## src/rtl/lp805x_rand_core_if.sv

```systemverilog
// Signal bundle between the random-number core and its host.
// Protocol: the host holds run high to request words.
// valid_o is a one-cycle strobe, and number_o is stable from that strobe until the next one or the next seed load.
// loadseed_i wins over run and aborts any word in flight. There is no ready; the core never stalls the host.
interface lp805x_rand_core_if;
    logic        loadseed_i;
    logic [31:0] seed_i;
    logic        run;
    logic [31:0] number_o;
    logic        busy_o;
    logic        valid_o;
    logic        dbg_state;

    modport slave (
        input  loadseed_i, seed_i, run,
        output number_o, busy_o, valid_o, dbg_state
    );

    modport master (
        output loadseed_i, seed_i, run,
        input  number_o, busy_o, valid_o, dbg_state
    );
endinterface

```

## src/rtl/lp805x_rand_core.sv

```systemverilog
// Galois LFSR random word generator: STEPS shifts per word, seed load with zero-seed substitution.
// All outputs are registered; dbg_state mirrors the FSM (0 = IDLE, 1 = RUN).
module lp805x_rand_core #(
    parameter logic [31:0] POLY     = 32'h80200003,
    parameter int          STEPS    = 8,
    parameter logic [31:0] DEF_SEED = 32'h00000001
) (
    input  logic               clk,
    input  logic               rst,
    lp805x_rand_core_if.slave  bus
);

    localparam int            CW       = $clog2(STEPS) + 1;
    localparam logic [CW-1:0] CNT_LOAD = CW'(STEPS - 1);

    typedef enum logic {
        S_IDLE = 1'b0,
        S_RUN  = 1'b1
    } state_t;

    state_t        r_state;
    logic [31:0]   r_lfsr;
    logic [CW-1:0] r_cnt;
    logic [31:0]   r_number;
    logic          r_busy;
    logic          r_valid;

    state_t        w_state_nxt;
    logic [31:0]   w_lfsr_nxt;
    logic [CW-1:0] w_cnt_nxt;
    logic [31:0]   w_number_nxt;
    logic          w_busy_nxt;
    logic          w_valid_nxt;

    logic [31:0]   w_seed_sel;
    logic [31:0]   w_step_src;
    logic [31:0]   w_stepped;

    function automatic logic [31:0] lfsr_step(input logic [31:0] v);
        if (v[0]) begin
            return (v >> 1) ^ POLY;
        end
        return v >> 1;
    endfunction

    assign w_seed_sel = (bus.seed_i == 32'd0) ? DEF_SEED : bus.seed_i;
    // A zero state would lock the LFSR, so it is replaced with DEF_SEED before stepping.
    assign w_step_src = (r_lfsr == 32'd0) ? DEF_SEED : r_lfsr;
    assign w_stepped  = lfsr_step(w_step_src);

    always_comb begin
        w_state_nxt  = r_state;
        w_lfsr_nxt   = r_lfsr;
        w_cnt_nxt    = r_cnt;
        w_number_nxt = r_number;
        w_busy_nxt   = r_busy;
        w_valid_nxt  = 1'b0;

        unique case (r_state)
            S_IDLE: begin
                if (bus.loadseed_i) begin
                    w_lfsr_nxt   = w_seed_sel;
                    w_number_nxt = w_seed_sel;
                end else if (bus.run) begin
                    w_state_nxt = S_RUN;
                    w_cnt_nxt   = CNT_LOAD;
                    w_busy_nxt  = 1'b1;
                end
            end
            S_RUN: begin
                if (bus.loadseed_i) begin
                    w_state_nxt  = S_IDLE;
                    w_lfsr_nxt   = w_seed_sel;
                    w_number_nxt = w_seed_sel;
                    w_cnt_nxt    = '0;
                    w_busy_nxt   = 1'b0;
                end else begin
                    w_lfsr_nxt = w_stepped;
                    if (r_cnt != '0) begin
                        w_cnt_nxt = r_cnt - CW'(1);
                    end else begin
                        w_number_nxt = w_stepped;
                        w_valid_nxt  = 1'b1;
                        // run is only looked at on word boundaries.
                        if (bus.run) begin
                            w_cnt_nxt = CNT_LOAD;
                        end else begin
                            w_state_nxt = S_IDLE;
                            w_busy_nxt  = 1'b0;
                        end
                    end
                end
            end
            default: begin
                w_state_nxt = S_IDLE;
                w_busy_nxt  = 1'b0;
            end
        endcase
    end

    always_ff @(posedge clk or negedge rst) begin
        if (!rst) begin
            r_state  <= S_IDLE;
            r_lfsr   <= DEF_SEED;
            r_cnt    <= '0;
            r_number <= DEF_SEED;
            r_busy   <= 1'b0;
            r_valid  <= 1'b0;
        end else begin
            r_state  <= w_state_nxt;
            r_lfsr   <= w_lfsr_nxt;
            r_cnt    <= w_cnt_nxt;
            r_number <= w_number_nxt;
            r_busy   <= w_busy_nxt;
            r_valid  <= w_valid_nxt;
        end
    end

    assign bus.number_o  = r_number;
    assign bus.busy_o    = r_busy;
    assign bus.valid_o   = r_valid;
    assign bus.dbg_state = r_state;

endmodule

```

## src/flat_wrapper.sv

```systemverilog
// flat-port wrapper written by rule: the top's interface ports become plain ports
module lp805x_rand_core_flat 
#(
    parameter logic [31:0] POLY     = 32'h80200003,
    parameter int          STEPS    = 8,
    parameter logic [31:0] DEF_SEED = 32'h00000001
)
  (clk, rst, bus_loadseed_i, bus_seed_i, bus_run, bus_number_o, bus_busy_o, bus_valid_o, bus_dbg_state);
  lp805x_rand_core_if bus_i ();
  input  logic clk;
  input  logic rst;
  input wire logic [$bits(bus_i.loadseed_i)-1:0] bus_loadseed_i;
  input wire logic [$bits(bus_i.seed_i)-1:0] bus_seed_i;
  input wire logic [$bits(bus_i.run)-1:0] bus_run;
  output wire logic [$bits(bus_i.number_o)-1:0] bus_number_o;
  output wire logic [$bits(bus_i.busy_o)-1:0] bus_busy_o;
  output wire logic [$bits(bus_i.valid_o)-1:0] bus_valid_o;
  output wire logic [$bits(bus_i.dbg_state)-1:0] bus_dbg_state;
  assign bus_i.loadseed_i = bus_loadseed_i;
  assign bus_i.seed_i = bus_seed_i;
  assign bus_i.run = bus_run;
  assign bus_number_o = bus_i.number_o;
  assign bus_busy_o = bus_i.busy_o;
  assign bus_valid_o = bus_i.valid_o;
  assign bus_dbg_state = bus_i.dbg_state;
  lp805x_rand_core #(.POLY(POLY), .STEPS(STEPS), .DEF_SEED(DEF_SEED)) u_core (.clk(clk), .rst(rst), .bus(bus_i));
endmodule
```

## config.mk

```make
export PLATFORM = sky130hd
export DESIGN_NAME = lp805x_rand_core_flat
export DESIGN_NICKNAME = d
export VERILOG_FILES = /design/src/rtl/lp805x_rand_core_if.sv /design/src/rtl/lp805x_rand_core.sv /design/src/flat_wrapper.sv
export SDC_FILE = /design/constraint.sdc
export NUM_CORES = 1
export LEC_CHECK = 0
export CAP_MARGIN = 10
export CORE_MARGIN = 5
export CORE_UTILIZATION = 46
export DETAILED_ROUTE_END_ITERATION = 7
export PLACE_DENSITY = 0.75
export SLEW_MARGIN = 20
export SYNTH_ARGS = -nofsm -noshare
export SYNTH_HDL_FRONTEND = slang
export SYNTH_SLANG_ARGS = --single-unit
```

## constraint.sdc

```tcl
create_clock -name clk -period 1.49 [get_ports clk]
set_input_delay 0.447 -clock clk [delete_from_list [all_inputs] [get_ports clk]]
set_output_delay 0.447 -clock clk [all_outputs]
set_load 0.005 [all_outputs]
```

# Word level (Yosys, flattened, before mapping)
# Index checks and enable logic that the tools add are counted.
[totals]
elab_cells = 49
regBits = 71
output_inout_bits = 35
input_bits = 36
[op_classes]
muxes = 30
bitwise_logic = 2
n_addsub = 1
n_reduce_logical = 5
eq_ne = 5
[ops]
columns = ["cell", "n"]
rows = [
  ["two-way mux 32 bit", 8],
  ["one-hot mux 32 bit (2 select lines)", 2],
  ["logical NOT 32 bit", 2],
  ["two-way mux 4 bit", 4],
  ["two-way mux 1 bit", 13],
  ["one-hot mux 4 bit (2 select lines)", 1],
  ["!= test 2 bit (second input constant)", 3],
  ["!= test 3 bit (second input constant)", 2],
  ["NOT 3 -> 4 bit", 1],
  ["one-hot mux 1 bit (2 select lines)", 2],
  ["AND reduction 4 bit", 1],
  ["nonzero test 4 bit", 1],
  ["subtractor 4 x 1 -> 4 bit (second input constant)", 1],
  ["AND reduction 2 bit", 1],
  ["NOT 1 bit", 1],
]

# Longest topological paths before layout
[logic_depth]
depth_word = 8
ltp_mapped = 7
ltp_nobuf = 6

# Least setup slack after synthesis
# OpenSTA, ideal clock, no wires.
[synth_path]
path_kind = "reg2reg"
start = "reg u_core.r_cnt[0]"
end = "reg u_core.r_cnt[0]"
path_buffers = 1
arrival_time_ns = 1.489
required_ns = 1.371
setup_time_ns = 0.119
period_less_slack_ns = 1.608
path_stages_with_launch = 8
path_slack_ns = -0.118
cell_sequence = "dfrtp_1 inv_1 ha_1 or3b_1 buf_2 a21oi_1 nor2_1 o21a_1"
[synth_between]
elab_chain_cells = 4
elab_cells_between_ends = 7
cone_classes = "add/sub: 1; mux: 5; reduce/logical: 1"
[synth_lines]
columns = ["element", "line_no", "rtl"]
rows = [
  ["start: declaration", "lp805x_rand_core.sv:23", "logic [CW-1:0] r_cnt;"],
  ["start signal: assignment", "lp805x_rand_core.sv:112", "r_cnt <= w_cnt_nxt;"],
  ["subtractor 4 x 1 -> 4 bit (tied with other cells)", "lp805x_rand_core.sv:80", "w_cnt_nxt = r_cnt - CW'(1);"],
  ["two-way mux 4 bit", "lp805x_rand_core.sv:79", "if (r_cnt != '0) begin"],
  ["two-way mux 4 bit", "lp805x_rand_core.sv:71", "if (bus.loadseed_i) begin"],
  ["one-hot mux 4 bit (2 select lines) (*)", "lp805x_rand_core.sv:59", "unique case (r_state)"],
]
# Mark *: on every way between the ends. The rest lies on a longest branch, timed or not. The select of a mux whose other input is x is not followed.
# A chain may end at the register's enable or synchronous reset.

# Worst setup path in the final report
[layout_path]
start = "reg u_core.r_cnt[1]"
end = "reg u_core.r_number[10] (netlist: u_core.bus.number_o[10])"
[layout_between]
elab_chain_cells = 3
[layout_lines]
columns = ["element", "line_no", "rtl"]
rows = [
  ["nonzero test 4 bit", "lp805x_rand_core.sv:79", ""],
  ["!= test 3 bit (no line)", "-", ""],
  ["AND reduction 2 bit (no line)", "-", ""],
  ["end signal: assignment", "lp805x_rand_core.sv:113", "r_number <= w_number_nxt;"],
  ["end: declaration", "lp805x_rand_core.sv:24", "logic [31:0] r_number;"],
]
# Every way passes these cells.

==> out/results.txt <==
status = complete, but fails checks
violated checks = negative setup slack
setup ws final = -163.1 ps
Slew headroom = 74.07%
Worst EP required = 1730 ps
GRT Util Overall = 21.36%
Final HPWL DP = 6.711 mm
sequential fraction of the synthesis area = 51.30%
Cell variety after synth = 41
CTS tree = built
Fmax = 604.9 MHz
CTS Hold Buffers Added = 0
# clock sinks = 71
Mapped Area = 3468 um^2
crit path time final = 1653 ps
I/O pin cnt = 71
vias in the first global route = 3157
die span in y = 96.83 um
crit end category = flip-flop
total number of vias = 3215
setup violators final = 35
ys flop type = dfrtp_1
pwr/cell area = 1045 nW/um^2
core box area = 7292 um^2
H-tree levels = 3
Fill cells = 510
Final Hold Violating Endpoints = 0
Final GP Congestion = 0.8812
Pre-antenna DRT Iters = 5
global-route wire length before repair = 16.22 mm
Die ar. = 9376 um^2
CP delay by family, top = flip-flops
Hold Crit Class = in -> async
DRC = 0
die width = 96.83 um
Post-synth ARST share = 100.0%
initial core utilization = 47.56%
crit-path cells = inv_2 > ha_4 > and4bb_4 > buf_4 > buf_12 > mux2i_1 > a21oi_1
Gate Count Post-Synth = 327
Area Overhead vs Synth = 57.32%
Layout Cells excl Fill = 586
CP peak stage delay = 400 ps
vias per std cell = 5.486
Least-Margin Pin Slew = 388.9 ps
syn nets = 365
CP max stage cell = dfrtp_1
routed wire length per instance = 17.74 um
Leak = 0.002368 uW
Num CTS Buffers = 9
Min Hold Slack = 106.6 ps
ant diodes = 0
clk buf depth = 2
largest net degree at the start of global routing = 72
layout cells sized above 1 = 31.62%
CP Buf/Inv Count = 3
Yosys reg bits = 71
input/output buffers = 70
Rows = 31
crit path DAT = 1890 ps
syn_area_per_cell = 10.61 um^2
worst skew pair latency = 350 ps
RSZ-0062 raised after global routing = true
CP max FO = 7
kind of critical path = reg -> reg
Max Clock Skew = 10.15 ps
Synth warnings = 0
nets = 520
root buf cell = clkbuf_8
number of synthesized flops with an enable pin = 0
Cells after DPL = 545
drt total wl = 10.39 mm
maximum VDD drop = 0.7703 mV
Initial DRC Count = 204
Reg clk slew, reported paths = 80 ps
crit share post-route = 110.9%
Antenna Nets Post-Route = 0
antenna violations before repair = 0
critical path launch point type = flip-flop
grt total ovfl = 0
Final Max Slew Viols = 0
MaxCap Viol Count = 0
==> cell usage in the layout, fill, tap and decap left out, types with 3 or more instances in the layout <==
cell type,instances
buf_4,85
nor4_4,4
clkdlybuf4s50_1,15
clkdlybuf4s15_1,16
inv_2,3
nor2_1,35
a21oi_1,58
a21oi_4,3
dfrtp_1,68
xnor2_1,4
dlymetal6s2s_1,13
nand2_1,10
clkinv_4,3
clkbuf_8,10
o21ai_1,3
buf_6,3
buf_12,7
nor4_2,10
dlygate4sd2_1,24
mux2i_1,56
==> cell usage after synthesis, types with 2 or more instances <==
cell      instances  area share [%]
dfrtp_1          69              50
a21oi_1          59             8.5
mux2i_1          56              16
nor2_1           36             3.9
nor4_1           16             2.9
nand2_1          11             1.2
clkbuf_1          8            0.87
buf_2             7             1.0
o21ai_0           6            0.87
inv_1             4            0.43
o22ai_1           4            0.72
xnor2_1           4             1.0
a21oi_2           3            0.76
buf_6             3            0.97
nand2b_1          3            0.54
o31ai_2           3             1.1
a31oi_1           2            0.36
and4_1            2            0.51
buf_1             2            0.22
buf_12            2             1.2
dfstp_2           2             1.5
ha_1              2            0.72
nand3_1           2            0.29
nand4_1           2            0.36
nor2b_1           2            0.36
o211ai_1          2            0.43
==> worst reg2reg max path, cell delays in order, from the launching register on <==
cell	delay [ps]
dfrtp_1	400
inv_2	90
ha_4	150
and4bb_4	300
buf_4	140
buf_12	120
mux2i_1	240
a21oi_1	100
==> layout make-up <==
cell class | instances | area (um^2) | area share, %
Inverter | 5 | 18.77 | 0.3440
Clock buffer | 10 | 137.6 | 2.522
Clock inverter | 6 | 93.84 | 1.720
Sequential cell | 71 | 1780 | 32.63
Multi-Input combinational cell | 228 | 1742 | 31.92
Timing Repair Buffer | 167 | 1560 | 28.59
Tap cell | 99 | 123.9 | 2.270
==> registers in the layout, summed over array words and instances (netlist names) <==
register              count
u_core.r_cnt              4
u_core.bus.number_o      32
u_core.bus.busy_o         1
u_core.r_lfsr            32
u_core.bus.valid_o        1
u_core.bus.dbg_state      1
==> kinds of logic (layout without fill, tap and decap cells) <==
logic type / after synthesis / in the layout / share of synthesized area (%)
AOI/OAI and AO/OA: 85 / 85 / 14.25
muxes: 56 / 56 / 16.16
xor gates and xnor gates: 4 / 4 / 1.010
DFF: 71 / 71 / 51.30
buffers and inverters: 28 / 188 / 4.978
and+or+nand+nor: 81 / 81 / 11.58
adders and majority gates: 2 / 2 / 0.7214
==> timing repair <==
action / in CTS / in global routing
resized for setup: 72 / 51
setup buffers: 12 / 11
cloned: 2 / 0
endpoints found under the setup margin: 75 / 60
pin swaps: 15 / 27
==> power by group <==
part	leakage (uW)	internal, uW	switching (uW)
clock network	0.000113	996	768
logic	0.00146	878	719
registers	0.000798	2160	179
==> routing by layer <==
metal  track usage (%)  wire length, um
met1             27.06             4265
met2             36.20             5317
met3             6.475              696
met4             4.320              114
met5                 0                0
==> stage by stage <==
step	TNS [ps]	utilization [%]	cell area, um^2	worst slack (ps)	total power, uW
final	-2772	74.83	5456	-163.1	5702
after global routing	-4219	74.83	5456	-180.3	5957
after CTS	-2766	71.48	5213	-111.3	5593
after detailed placement	-13510	64.96	4737	-553.5	3749
after global placement	-11880	64.96	4737	-515.1	3704
after floorplan	-822.5	-	3486	-76.53	2995
==> final timing paths <==
check / depth (start not counted) / from / to / slack [ps]
min in group clk: 3 / bus_seed_i[28] / u_core.bus.number_o[28] / 460
min reg2reg: 2 / u_core.bus.number_o[9] / u_core.bus.number_o[9] / 560
max: 7 / u_core.r_cnt[1] / u_core.bus.number_o[10] / -160
max reg2reg: 7 / u_core.r_cnt[1] / u_core.bus.number_o[10] / -160
max in group asynchronous: 2 / rst / u_core.r_lfsr[0] / 1030
min: 2 / rst / u_core.bus.number_o[16] / 110
(Power assumes the default switching activity.)
==> edit, RTL diff (same flow settings) <==
Reset style: synchronous (`rst`), changed in one clocked block.
--- a/src/rtl/lp805x_rand_core.sv
+++ b/src/rtl/lp805x_rand_core.sv
@@ -98,7 +98,7 @@
         endcase
     end
 
-    always_ff @(posedge clk or negedge rst) begin
+    always_ff @(posedge clk) begin
         if (!rst) begin
             r_state  <= S_IDLE;
             r_lfsr   <= DEF_SEED;
Behaviour: differs if rst is asserted again (counterexample within 4 cycles, from zero or initial values and one cycle with rst low); with rst held inactive, the same outputs for 10 cycles.
==> edit against the original RTL <==
The run still ends with negative setup slack left; die area down 3.4%; sequential cell count unchanged; non-clock buffer count up 2; worst setup slack worse by 0.12 ns; via count up 23%; clock power down 7%; wire length up 22%; power down 13%; synthesized area down 3.8%; global-route usage up 4.3 points; final area down 1.5%.
==> edit: results (changes against the original RTL) <==
Critical path:
- The top fanout value on the critical path came to 9 (was 7).

Synth:
- The sequential fraction of the synthesis area is 42.6% (was 51.3%).
- The cell count after synthesis is 414 (was 327).
- The fraction of the mapped netlist area in compound gates is 19.2% (was 14.2%).
- The share of async-settable or async-resettable flops after synthesis was 0% (was 100%).
- The fraction of synthesized area in multiplexers came to 8.10% (was 16.2%).

Global route:
- The met3 track demand over resource in global routing is 5.05% (was 6.47%).
- The largest net degree at the start of global routing is 28 (was 72).
- The number of global-route vias before repair came to 3,790 (was 3,157).
- The total global routing track utilization was 25.7% (was 21.4%).

Run status:
- Violations in the final reports: negative setup slack (unchanged).
- Outcome: complete, but fails checks (unchanged).

Finish:
- The number of nets in the finished design came to 599 (was 520).
- The count of multi-input gates is 303 (was 228).
- The proportion of cell area spent on the clock network was 3.89% (was 4.24%).
- The final-layout clock buffer total is 13 (was 10).
- The sequential share of cell area is 26.9% (was 32.6%).
- The number of non-clock inverters came to 7 (was 5).
- The number of flip-flops and latches is 71 (unchanged).

STA:
- The post-route clock skew is 0.00941 ns (was 0.0101 ns).
- The worst path setup slack after routing is -0.287 ns (was -0.163 ns).
- The accumulated negative setup slack came to -8.97 ns (was -2.77 ns).
- The final setup violation count is 42 (was 35).

Detailed routing:
- The wire length on met1 is 4.79 mm (was 4.27 mm).
- The wire length on met3 is 1.04 mm (was 696 um).
-- edit: cell count changes in the layout (fill, tap and decap cells not counted), sizes merged, moves of 30 or more --
cell,unedited run,this run
dfxtp,0,71
a21oi,62,29
nand2,11,64
dfrtp,69,0
a311oi,0,30
nor2,36,80
-- edit: repair_timing --
item / in CTS / in global routing
pin swaps: 19 / 25
setup endpoints to repair: 75 / 44
endpoints found under the hold margin: 0 / 0
resized for setup: 93 / 47
cloned: 3 / 2
hold buffers: 0 / 0
setup buffers: 8 / 5
-- edit: final timing paths --
kind | endpoint | depth (start not counted) | slack, ns
setup / recovery | u_core.bus.number_o[10] | 8 | -0.29
hold / removal | u_core.bus.number_o[9] | 2 | 0.49
setup reg to reg | u_core.bus.number_o[10] | 8 | -0.29
hold reg to reg | u_core.bus.number_o[9] | 2 | 0.49
-- edit: where the power goes --
group	total (mW)	internal, mW	switching [mW]
combinational	1.16	0.603	0.554
clock	1.64	0.907	0.731
sequential	2.15	2.04	0.112
total	4.95	3.55	1.40
